**config.mk**
```make
export PLATFORM = sky130hd
export DESIGN_NAME = ws2812_rx_flat
export DESIGN_NICKNAME = d
export VERILOG_FILES = /design/src/rtl/ws2812_rx_pkg.sv /design/src/rtl/ws2812_rx_if.sv /design/src/rtl/ws2812_rx_sync_2ff.sv /design/src/rtl/ws2812_rx.sv /design/src/flat_wrapper.sv
export SDC_FILE = /design/constraint.sdc
export NUM_CORES = 1
export LEC_CHECK = 0
export ABC_AREA = 1
export CORE_ASPECT_RATIO = 0.6
export CORE_UTILIZATION = 35
export DETAILED_ROUTE_END_ITERATION = 8
export SYNTH_ARGS = -nofsm -noshare
export SYNTH_HDL_FRONTEND = slang
export SYNTH_SLANG_ARGS = --single-unit
```
**constraint.sdc**
```tcl
create_clock -name clk -period 1.9 [get_ports clk]
set_input_delay 0.475 -clock clk [delete_from_list [all_inputs] [get_ports clk]]
set_output_delay 0.475 -clock clk [all_outputs]
set_load 0.01 [all_outputs]
```
**src/rtl/ws2812_rx_pkg.sv**
```systemverilog
// Shared types and default 100 MHz timing for the WS2812 receiver.
package ws2812_pkg;

  // Default timing in 100 MHz system-clock cycles.
  localparam int WS_T_BIT_THRESH   = 60;    // 0.6 us: high width at/above this is a 1
  localparam int WS_T_MAX_HIGH     = 150;   // 1.5 us: high width treated as a line fault
  localparam int WS_T_LATCH        = 5000;  // 50 us: low gap that ends a frame
  localparam int WS_BITS_PER_PIXEL = 24;
  localparam int WS_PX_COUNT_WIDTH = 6;

  // Receiver FSM states. SYNC is the reset state and the fault-recovery state.
  typedef enum logic [1:0] {
    SYNC = 2'd0,
    IDLE = 2'd1,
    HIGH = 2'd2,
    LOW  = 2'd3
  } ws_state_e;

endpackage

```
**src/rtl/ws2812_rx_if.sv**
```systemverilog
// Output bundle of the WS2812 receiver.
//
// Strobe semantics: pixel_valid, frame_done and bit_err are single-cycle
// strobes with no ready/back-pressure. pixel and pixel_idx are meaningful in
// the cycle pixel_valid is high; pixel holds its value between strobes.
// bit_err and frame_done may be high in the same cycle (partial word at the
// latch gap). state mirrors the receiver FSM for observation.
interface ws2812_rx_if #(
  parameter int BPP  = ws2812_pkg::WS_BITS_PER_PIXEL,
  parameter int IDXW = ws2812_pkg::WS_PX_COUNT_WIDTH
);
  logic [BPP-1:0]        pixel;
  logic                  pixel_valid;
  logic [IDXW-1:0]       pixel_idx;
  logic                  frame_done;
  logic                  bit_err;
  ws2812_pkg::ws_state_e state;

  modport master (
    output pixel, pixel_valid, pixel_idx, frame_done, bit_err, state
  );

  modport slave (
    input pixel, pixel_valid, pixel_idx, frame_done, bit_err, state
  );
endinterface

```
**src/rtl/ws2812_rx_sync_2ff.sv**
```systemverilog
// Generic two-flop synchronizer with asynchronous active-low reset.
module sync_2ff #(
  parameter int WIDTH = 1
) (
  input  logic             clk,
  input  logic             reset_n,
  input  logic [WIDTH-1:0] d,
  output logic [WIDTH-1:0] q
);

  logic [WIDTH-1:0] meta;

  // Two back-to-back flops; only q is used downstream.
  always_ff @(posedge clk or negedge reset_n) begin
    if (!reset_n) begin
      meta <= '0;
      q    <= '0;
    end else begin
      meta <= d;
      q    <= meta;
    end
  end

endmodule

```
**src/rtl/ws2812_rx.sv**
```systemverilog
// WS2812 single-wire receiver: classifies high pulses into bits, packs them
// MSB-first into pixel words and detects the latch gap that ends a frame.
module ws2812_rx
  import ws2812_pkg::*;
#(
  parameter int BIT_THRESH     = WS_T_BIT_THRESH,
  parameter int MAX_HIGH       = WS_T_MAX_HIGH,
  parameter int LATCH_CYCLES   = WS_T_LATCH,
  parameter int BITS_PER_PIXEL = WS_BITS_PER_PIXEL,
  parameter int PX_COUNT_WIDTH = WS_PX_COUNT_WIDTH
) (
  input  logic       clk,
  input  logic       reset_n,
  input  logic       din,
  ws2812_rx_if.master rx
);

  localparam int CNT_W = $clog2(LATCH_CYCLES + 1);
  localparam int BC_W  = $clog2(BITS_PER_PIXEL + 1);

  localparam logic [CNT_W-1:0] CNT_ONE    = CNT_W'(1);
  localparam logic [CNT_W-1:0] CNT_THRESH = CNT_W'(BIT_THRESH);
  localparam logic [CNT_W-1:0] CNT_MAX    = CNT_W'(MAX_HIGH);
  localparam logic [CNT_W-1:0] CNT_LATCH  = CNT_W'(LATCH_CYCLES);
  localparam logic [BC_W-1:0]  BC_FULL    = BC_W'(BITS_PER_PIXEL);
  localparam logic [BC_W-1:0]  BC_ONE     = BC_W'(1);
  localparam logic [PX_COUNT_WIDTH-1:0] IDX_ONE = PX_COUNT_WIDTH'(1);

  // Synchronized line and edge detection.
  logic s;
  logic s_prev;
  logic rise;
  logic fall;

  // Level-width counter and FSM.
  logic [CNT_W-1:0] cnt;
  ws_state_e        state;
  ws_state_e        state_d;

  // FSM decisions consumed by the datapath.
  logic shift_en;
  logic shift_bit;
  logic frame_end;
  logic fault;
  logic frame_done_d;
  logic bit_err_d;

  // Word assembly.
  logic [BITS_PER_PIXEL-1:0] shreg;
  logic [BC_W-1:0]           bit_cnt;
  logic                      got_bit;

  // Registered outputs.
  logic [BITS_PER_PIXEL-1:0] pixel_q;
  logic                      pixel_valid_q;
  logic [PX_COUNT_WIDTH-1:0] pixel_idx_q;
  logic                      frame_done_q;
  logic                      bit_err_q;

  sync_2ff #(.WIDTH(1)) u_sync (
    .clk     (clk),
    .reset_n (reset_n),
    .d       (din),
    .q       (s)
  );

  // Previous synchronized level, for edge detection.
  always_ff @(posedge clk or negedge reset_n) begin
    if (!reset_n) s_prev <= 1'b0;
    else          s_prev <= s;
  end

  assign rise = s & ~s_prev;
  assign fall = ~s & s_prev;

  // Width of the current level of s. The edge cycle itself counts as the
  // first cycle, so a pulse N cycles wide reads cnt = N in the cycle its
  // trailing edge is seen. Saturates at the latch length.
  always_ff @(posedge clk or negedge reset_n) begin
    if (!reset_n)            cnt <= '0;
    else if (rise || fall)   cnt <= CNT_ONE;
    else if (cnt != CNT_LATCH) cnt <= cnt + CNT_ONE;
  end

  // FSM state register.
  always_ff @(posedge clk or negedge reset_n) begin
    if (!reset_n) state <= SYNC;
    else          state <= state_d;
  end

  // FSM next state and per-cycle decisions.
  always_comb begin
    state_d   = state;
    shift_en  = 1'b0;
    shift_bit = (cnt >= CNT_THRESH);
    frame_end = 1'b0;
    fault     = 1'b0;
    case (state)
      SYNC: begin
        // Only a full quiet gap proves we are at a frame boundary.
        if (!s && cnt == CNT_LATCH) state_d = IDLE;
      end
      IDLE: begin
        if (rise) state_d = HIGH;
      end
      HIGH: begin
        // A pulse reaching MAX_HIGH is a fault even if it ends this cycle.
        if (cnt >= CNT_MAX) begin
          fault   = 1'b1;
          state_d = SYNC;
        end else if (fall) begin
          shift_en = 1'b1;
          state_d  = LOW;
        end
      end
      LOW: begin
        if (rise) begin
          state_d = HIGH;
        end else if (cnt == CNT_LATCH) begin
          frame_end = 1'b1;
          state_d   = IDLE;
        end
      end
      default: state_d = SYNC;
    endcase
  end

  assign frame_done_d = frame_end & got_bit;
  assign bit_err_d    = fault | (frame_end & (bit_cnt != '0));

  // Word assembly, pixel index and output strobes.
  always_ff @(posedge clk or negedge reset_n) begin
    if (!reset_n) begin
      shreg         <= '0;
      bit_cnt       <= '0;
      got_bit       <= 1'b0;
      pixel_q       <= '0;
      pixel_valid_q <= 1'b0;
      pixel_idx_q   <= '0;
      frame_done_q  <= 1'b0;
      bit_err_q     <= 1'b0;
    end else begin
      pixel_valid_q <= 1'b0;
      frame_done_q  <= frame_done_d;
      bit_err_q     <= bit_err_d;
      if (state == SYNC || state == IDLE || fault || frame_end) begin
        // Frame boundary or fault: drop any partial word, restart indexing.
        bit_cnt     <= '0;
        pixel_idx_q <= '0;
        got_bit     <= 1'b0;
      end else begin
        if (shift_en) begin
          shreg   <= {shreg[BITS_PER_PIXEL-2:0], shift_bit};
          bit_cnt <= bit_cnt + BC_ONE;
          got_bit <= 1'b1;
        end else if (bit_cnt == BC_FULL) begin
          pixel_q       <= shreg;
          pixel_valid_q <= 1'b1;
          bit_cnt       <= '0;
        end
        // Index advances the cycle after its strobe so the strobe carries
        // the index of the word it presents.
        if (pixel_valid_q) pixel_idx_q <= pixel_idx_q + IDX_ONE;
      end
    end
  end

  assign rx.pixel       = pixel_q;
  assign rx.pixel_valid = pixel_valid_q;
  assign rx.pixel_idx   = pixel_idx_q;
  assign rx.frame_done  = frame_done_q;
  assign rx.bit_err     = bit_err_q;
  assign rx.state       = state;

endmodule

```
**src/flat_wrapper.sv**
```systemverilog
// flat-port wrapper written by rule: the top's interface ports become plain ports
module ws2812_rx_flat import ws2812_pkg::*;
#(
  parameter int BIT_THRESH     = WS_T_BIT_THRESH,
  parameter int MAX_HIGH       = WS_T_MAX_HIGH,
  parameter int LATCH_CYCLES   = WS_T_LATCH,
  parameter int BITS_PER_PIXEL = WS_BITS_PER_PIXEL,
  parameter int PX_COUNT_WIDTH = WS_PX_COUNT_WIDTH
)
  (clk, reset_n, din, rx_pixel, rx_pixel_valid, rx_pixel_idx, rx_frame_done, rx_bit_err, rx_state);
  ws2812_rx_if #(.BPP((24)), .IDXW((6))) rx_i ();
  input  logic clk;
  input  logic reset_n;
  input  logic din;
  output wire logic [$bits(rx_i.pixel)-1:0] rx_pixel;
  output wire logic [$bits(rx_i.pixel_valid)-1:0] rx_pixel_valid;
  output wire logic [$bits(rx_i.pixel_idx)-1:0] rx_pixel_idx;
  output wire logic [$bits(rx_i.frame_done)-1:0] rx_frame_done;
  output wire logic [$bits(rx_i.bit_err)-1:0] rx_bit_err;
  output wire logic [$bits(rx_i.state)-1:0] rx_state;
  assign rx_pixel = rx_i.pixel;
  assign rx_pixel_valid = rx_i.pixel_valid;
  assign rx_pixel_idx = rx_i.pixel_idx;
  assign rx_frame_done = rx_i.frame_done;
  assign rx_bit_err = rx_i.bit_err;
  assign rx_state = rx_i.state;
  ws2812_rx #(.BIT_THRESH(BIT_THRESH), .MAX_HIGH(MAX_HIGH), .LATCH_CYCLES(LATCH_CYCLES), .BITS_PER_PIXEL(BITS_PER_PIXEL), .PX_COUNT_WIDTH(PX_COUNT_WIDTH)) u_core (.clk(clk), .reset_n(reset_n), .din(din), .rx(rx_i));
endmodule
```
# After elaboration in Yosys (flattened, before gate mapping)
# Cells that the tools add are included.
# totals
in_bits	3
out_inout_bits	35
elab_cells	79
register_bits	81
# op_classes
eq_ne	10
n_bitwise	9
addsub	3
reduce_logical	15
magnitude_cmp	2
muxes	27
# ops
operator	n
two-way mux 13 bit	2
two-way mux 5 bit	3
adder 13 x 1 -> 13 bit (second input constant)	1
== test 13 bit (second input constant)	1
>= comparator 13 x 6 -> 1 bit (second input constant)	1
>= comparator 13 x 8 -> 1 bit (second input constant)	1
two-way mux 1 bit	13
!= test 13 bit (second input constant)	1
two-way mux 2 bit	6
two-way mux 6 bit	2
one-hot mux 2 bit (4 select lines)	1
adder 6 x 1 -> 6 bit (second input constant)	1
!= test 3 x 1 -> 1 bit (second input constant)	2
nonzero test 2 bit	3
adder 5 x 1 -> 5 bit (second input constant)	1
== test 5 bit (second input constant)	1
nonzero test 5 bit	1
AND 1 bit	4
== test 2 bit (second input constant)	2
logical OR 1 bit	4
!= test 2 x 1 -> 1 bit (second input constant)	2
inverter 1 bit	4
AND reduction 4 bit	1
AND reduction 3 bit	1
7 further kinds	7

# Longest topological paths before layout
# Gate-level depths: netlist of the first run.
# depth
ltp_word	7
depth_mapped	13
depth_no_buf	12

# Modules after synthesis
# From an unflattened synthesis of the first run, not the netlist that was laid out.
# hier_totals
cells_unflattened	420
hier_area_um2	3664.8
# modules_own_cells
mod	n_inst	cells_per_inst	area_each_um2
ws2812_rx	1	418	3614.7
sync_2ff	1	2	50.0

# Worst setup path after synthesis of the first run
# Ideal clock, no wire load.
# synth_path
path_type	register -> register
startpoint	register u_core.cnt[0]
endpoint	register u_core.pixel_q[10] (netlist: u_core.rx.pixel[10])
path_slack_ns	0.280
period_less_slack_ns	1.620
arrival_ns	1.503
t_required_ns	1.783
stages_incl_launch_ff	14
setup_time_ns	0.117
path_cell_list	dfrtp_1 inv_1 ha_1 nand2_1 inv_1 nand2_1 nor2_1 nand3_1 nand2_1 a21oi_4 nand3_4 buf_6 nand2_1 nand2_1
# synth_via
elab_chain_len	7
word_cells_on_any_way	14
cone_classes	order compare (1); eq/ne (1); mux (7); bitwise (2); reduce/logical (3)
# synth_lines
element	line_no	source
start, declared	ws2812_rx.sv:36	logic [CNT_W-1:0] cnt;
start signal, assigned	ws2812_rx.sv:82	else if (cnt != CNT_LATCH) cnt <= cnt + CNT_ONE;
>= comparator 13 x 8 -> 1 bit or == test 13 bit (tied branches)	ws2812_rx.sv:108, ws2812_rx.sv:119	
two-way mux 1 bit (on tied branches)	ws2812_rx.sv:108, ws2812_rx.sv:119	
two-way mux 1 bit (on tied branches)	ws2812_rx.sv:98, ws2812_rx.sv:117	
logical OR 1 bit or two-way mux 1 bit (tied branches)	ws2812_rx.sv:146, ws2812_rx.sv:98	
logical OR 1 bit	ws2812_rx.sv:146	if (state == SYNC || state == IDLE || fault || frame_end) begin
inverter 1 bit (no line)	n/a	
AND reduction 3 bit (no line) *	n/a	
end signal, assigned	ws2812_rx.sv:157	pixel_q <= shreg;
end, declared	ws2812_rx.sv:54	logic [BITS_PER_PIXEL-1:0] pixel_q;
# Every way passes the cells marked *; elsewhere a longest branch is shown, timed or not.
# A chain may end at the register's enable or synchronous reset.

# Final worst setup path of the first run
# layout_path
startpoint	register u_core.pixel_valid_q (netlist: u_core.rx.pixel_valid)
endpoint	output rx_pixel_valid
# layout_lines
element	line_no	source
start, declared	ws2812_rx.sv:55	logic pixel_valid_q;
start signal, assigned	ws2812_rx.sv:138	pixel_valid_q <= 1'b0;
start signal, assigned	ws2812_rx.sv:143	pixel_valid_q <= 1'b0;
start signal, assigned	ws2812_rx.sv:158	pixel_valid_q <= 1'b1;
end, declared	flat_wrapper.sv:16	output wire logic [$bits(rx_i.pixel_valid)-1:0] rx_pixel_valid;
# No word-level cell between the ends.

==> flow_summary.json, run 1 <==
{
  "status": "completed",
  "cts_tree": "built",
  "syn_area_mm2": 0.00385,
  "wl_per_cell_um": 14.1,
  "cp_max_fo": 6,
  "r2r_start": "u_core.cnt[10]$_DFFE_PN0P_",
  "fp-row-count": 29,
  "numPlacedInstances": 621,
  "cp_slowest_cell": "clkdlybuf4s50_1",
  "critPathLaunchType": "flip-flop",
  "dieArea_mm2": 0.0114,
  "first_global_vias": 2987,
  "worst-path-buf-inv": 1,
  "vdd_drop_max_mv": 0.408,
  "fmaxAchievable_ghz": 0.547,
  "fin_nets": 513,
  "syn_area_per_cell_um2": 8.63,
  "antenna_cells": 0,
  "async_flop_share_pct": 100,
  "synth_edf_count": 0,
  "cts_made_buffers": 9,
  "synthCells": 446,
  "gr-total-overflow": 0,
  "synth_top_area_share_pct": 52.6,
  "clk_path_buf_depth": 2,
  "avgViaCountPerCell": 4.94,
  "syn_nets": 457,
  "powerDensity_mw_per_mm2": 769,
  "relSlewSlack_pct": 67.3,
  "ys.warnings.count": 0,
  "die_h_um": 83.2,
  "grt_max_degree": 82,
  "place_hpwl_um": 5820,
  "ys_types": 35,
  "cts_root_buffer": "clkbuf_16",
  "crit_arrival_ns": 1.35,
  "fill_cells": 1007,
  "regArea_mm2": 0.00203,
  "finalWorstSetupSlack_ns": 0.0714,
  "p_leak_nw": 2.41,
  "htreeDepth": 3,
  "clock_skew_ns": 0.00794,
  "clock-sinks": 81,
  "path_clk_slew_ns": 0.06,
  "slew_violations": 0,
  "post-route-util_pct": 46.1,
  "dr.pass1.iters": 4,
  "wirelength_um": 9110,
  "cp.required_ns": 1.42,
  "hold_buffers": 0,
  "finalNonFillerCells": 646,
  "drcViolationCount": 0,
  "coreArea_mm2": 0.0106,
  "clock_latency_ns": 0.34,
  "antenna_found_initial": 0,
  "hold_ws_ns": 0.160,
  "path_class": "flip-flop to primary output",
  "synth_commonest_cells": "nand2_1 (137), dfrtp_1 (81), inv_1 (38)",
  "synth.top_cells.by_area": "dfrtp_1 (53%), nand2_1 (13%), nand4_1 (5.7%)",
  "io_buffer_count": 37,
  "areaGrowthSynthToFinish_pct": 27.2,
  "vias": 3189,
  "ys_ff_latch": 81,
  "cp_top_family": "buffers and inverters",
  "cap_violations": 0,
  "finalHoldViolCount": 0,
  "fin_crit_sh_pct": 96.2,
  "hp-class": "input port to async pin",
  "yosysSeqAreaShare_pct": 52.6,
  "setup_viol": 0,
  "grt_pass1_wl_um": 15000,
  "max_stage_delay_ns": 0.57,
  "fin_crit_ns": 1.83,
  "pin_count": 38,
  "cp-startpoint": "u_core.rx.pixel_valid$_DFF_PN0_",
  "drive_above_1_share_pct": 14.2,
  "end_kind": "primary output",
  "synth_top_area_cell": "dfrtp_1",
  "drtAntennaViolNets": 0,
  "synthFlopType": "dfrtp_1",
  "path_cells": "clkdlybuf4s50_1",
  "die_w_um": 137,
  "start_util_pct": 36.2,
  "place_congestion": 0.888,
  "grt.total_usage_pct": 16.9,
  "drt-initial-drc-count": 317,
  "tightest_slew_ns": 0.486,
  "pre_cts_slack_ns": -0.0499,
  "yosysMostFrequentCell": "nand2_1",
  "fin_tns_setup_ns": 0,
  "multi_input_area_mm2": 0.00164
}
-- cells in the final DEF, fill, tap and decap left out, drive strengths merged, types with 2 or more instances in the layout --
cell,count
inv,41
dfrtp,81
clkinvlp,2
nand2,137
clkbuf,12
buf,25
clkdlybuf4s50,36
and3,2
a21oi,13
nand3,42
xor2,5
nor4,2
nor2,35
nor3,5
ha,8
o21ai,15
nand4,36
-- kinds of logic (layout without fill, tap and decap cells) --
group | count (synthesis) | after routing | synth area share (%)
simple gates | 258 | 261 | 30.9
flops | 81 | 81 | 52.6
buf+inv | 60 | 118 | 7.41
compound gates | 32 | 32 | 4.78
fa+ha+maj | 8 | 8 | 2.60
xor+xnor | 6 | 6 | 1.36
mux | 1 | 1 | 0.260
-- stage by stage --
| stage | total power [mW] | instance area (µm²) |
|---|---|---|
| final | 3.77 | 4900 |
| after global routing | 3.93 | 4900 |
| after CTS | 3.78 | 4740 |
| after detailed placement | 2.03 | 4420 |
| after global placement | 2.03 | 4420 |
| after floorplan | 1.95 | 3850 |
-- final timing paths --
kind	cells past startpoint	slack (ns)	to
max reg2reg	10	0.09	u_core.bit_cnt[0]$_DFFE_PN0P_
max	1	0.07	rx_pixel_valid
min in group clk	0	0.35	u_core.u_sync.q$_DFF_PN0_
min reg2reg	0	0.35	u_core.u_sync.q$_DFF_PN0_
max in group asynchronous	2	1.39	u_core.bit_cnt[3]$_DFFE_PN0P_
min	2	0.16	u_core.u_sync.meta$_DFF_PN0_
-- per-layer routing --
metal,up-vias,wire [µm],track usage (%)
met2,76,3680,21.9
met3,7,581,5.31
met4,0,72,4.30
li1,1587,-,-
met5,-,0,0
met1,1519,4770,26.5
-- report_power, final --
group          total (mW)  internal (mW)  switching [mW]
logic               0.222         0.0795           0.142
clock network        1.74           1.06           0.685
registers            1.80           1.76          0.0416
total                3.77           2.90           0.869
-- registers in the layout, summed over array words and instances (netlist names), 2 cells and up --
signal and flops:
u_core.cnt 13, u_core.rx.pixel_idx 6, u_core.shreg 24, u_core.bit_cnt 5, u_core.rx.state 2, u_core.rx.pixel 24
-- cell type report --
class                           count  area share [%]
Clock inverter                      4            1.05
Sequential cell                    81            41.4
Inverter                           41            3.27
Clock buffer                       12            5.03
Multi-Input combinational cell    308            33.5
Timing Repair Buffer               61            12.2
Tap cell                          139            3.55
-- repair_timing --
item | CTS | global route
endpoints found under the hold margin | 0 | 0
endpoints found under the setup margin | 24 | 63
gates cloned | 1 | 2
resized for setup | 2 | 20
buffers inserted | 0 | 6
pin swaps | 0 | 6
No activity file was read; power rests on OpenSTA's default activity.
==> inputs of run 2 (changes only) <==
--- a/config.mk
+++ b/config.mk
@@ -9,6 +9,7 @@
 export CORE_ASPECT_RATIO = 0.6
 export CORE_UTILIZATION = 35
 export DETAILED_ROUTE_END_ITERATION = 8
+export SKIP_LAST_GASP = 1
 export SYNTH_ARGS = -nofsm -noshare
 export SYNTH_HDL_FRONTEND = slang
 export SYNTH_SLANG_ARGS = --single-unit
==> flow_summary.json, run 2 (synthesized netlist as in run 1, its figures left out) <==
{
  "crit_arrival_ns": 1.35,
  "drive_above_1_share_pct": 14.2,
  "clock_skew_ns": 0.00809,
  "start_util_pct": 36.2,
  "path_clk_slew_ns": 0.06,
  "fp-row-count": 29,
  "drt-initial-drc-count": 274,
  "path_cells": "clkdlybuf4s50_1",
  "fin_nets": 513,
  "cts_tree": "built",
  "clock_latency_ns": 0.34,
  "dr.pass1.iters": 4,
  "clk_path_buf_depth": 2,
  "place_congestion": 0.888,
  "dieArea_mm2": 0.0114,
  "coreArea_mm2": 0.0106,
  "hp-class": "input port to async pin",
  "p_total_mw": 3.76,
  "relSlewSlack_pct": 67.0,
  "max_stage_delay_ns": 0.57,
  "numPlacedInstances": 621,
  "vdd_drop_max_mv": 0.407,
  "fin_crit_ns": 1.83,
  "wirelength_um": 9100,
  "post-route-util_pct": 46.0,
  "cp_top_family": "buffers and inverters",
  "die_h_um": 83.2,
  "status": "completed",
  "cts_root_buffer": "clkbuf_16",
  "die_w_um": 137,
  "p_leak_nw": 2.41,
  "pin_count": 38,
  "pre_cts_slack_ns": -0.0499,
  "wl_per_cell_um": 14.1,
  "place_hpwl_um": 5820,
  "mostFrequentLayoutCells": "nand2_1 (136), dfrtp_1 (80), inv_1 (36), clkdlybuf4s50_1 (36), nand4_1 (35)",
  "areaGrowthSynthToFinish_pct": 27.1,
  "vias": 3199,
  "finalWorstSetupSlack_ns": 0.0718,
  "path_class": "flip-flop to primary output",
  "finalHoldViolCount": 0,
  "grt_pass1_wl_um": 15000,
  "cp.required_ns": 1.42,
  "setup_viol": 0,
  "cp_max_fo": 6,
  "place_area_mm2": 0.00442,
  "antenna_cells": 0,
  "antenna_found_initial": 0,
  "rsz0062_at_grt": "true",
  "grt.total_usage_pct": 16.9,
  "slew_violations": 0,
  "fin_crit_sh_pct": 96.2,
  "drtAntennaViolNets": 0,
  "drcViolationCount": 0,
  "stdcell_area_mm2": 0.00489,
  "gr-total-overflow": 0,
  "end_kind": "primary output",
  "avgViaCountPerCell": 4.95,
  "tightest_slew_ns": 0.491,
  "grt_max_degree": 82,
  "layout_commonest_cell": "nand2_1",
  "fmaxAchievable_ghz": 0.547,
  "critPathLaunchType": "flip-flop",
  "io_buffer_count": 37,
  "cap_violations": 0,
  "clock-sinks": 81,
  "finalNonFillerCells": 646,
  "cp_slowest_cell": "clkdlybuf4s50_1",
  "htreeDepth": 3,
  "worst-path-buf-inv": 1,
  "powerDensity_mw_per_mm2": 769,
  "cts_made_buffers": 9,
  "first_global_vias": 2987
}
==> run 2: worst paths after layout <==
| kind | from | end | slack, ns | depth (start not counted) |
|---|---|---|---|---|
| max | u_core.rx.pixel_valid$_DFF_PN0_ | rx_pixel_valid | 0.07 | 1 |
| min | reset_n | u_core.u_sync.meta$_DFF_PN0_ | 0.15 | 2 |
| max reg2reg | u_core.cnt[10]$_DFFE_PN0P_ | u_core.rx.pixel[9]$_DFFE_PN0P_ | 0.09 | 10 |
| min reg2reg | u_core.u_sync.meta$_DFF_PN0_ | u_core.u_sync.q$_DFF_PN0_ | 0.35 | 0 |
| max in group asynchronous | reset_n | u_core.cnt[1]$_DFFE_PN0P_ | 1.38 | 2 |
| min in group clk | u_core.u_sync.meta$_DFF_PN0_ | u_core.u_sync.q$_DFF_PN0_ | 0.35 | 0 |
==> run 2: area by class of cell <==
cell class	count	area, µm²
clock inverters	4	51.3
multi-input cells	308	1640
flip-flops and latches	81	2030
clock buffers	12	246
well taps	139	174
inverters	41	160
repair buffers	61	593
fillers	1007	5740
==> run 2: power breakdown <==
part | internal [mW] | switching (mW)
sequential | 1.76 | 0.0417
clock | 1.06 | 0.682
combinational | 0.0794 | 0.143
total | 2.90 | 0.867
==> run 2: repair_timing <==
item,CTS,global route
gates resized for setup,2,19
pin swaps,0,6
hold buffers,0,0
gates cloned,1,2
setup buffers,0,6
endpoints found under the setup margin,24,63
==> run 2: layer usage <==
metal	GRT usage, %	up-vias	share of wire [%]
li1	-	1588	-
met1	26.5	1515	52
met2	21.9	89	40
met3	5.31	7	6.8
met4	4.30	0	0.79
met5	0	-	0
==> run 2: per-stage QoR <==
step                TNS [ns]  hold WS (ns)
floorplan                  0         0.179
CTS                        0         0.183
detailed placement    -0.612         0.342
global route          -0.231         0.197
global placement           0         0.338
finish                     0         0.152
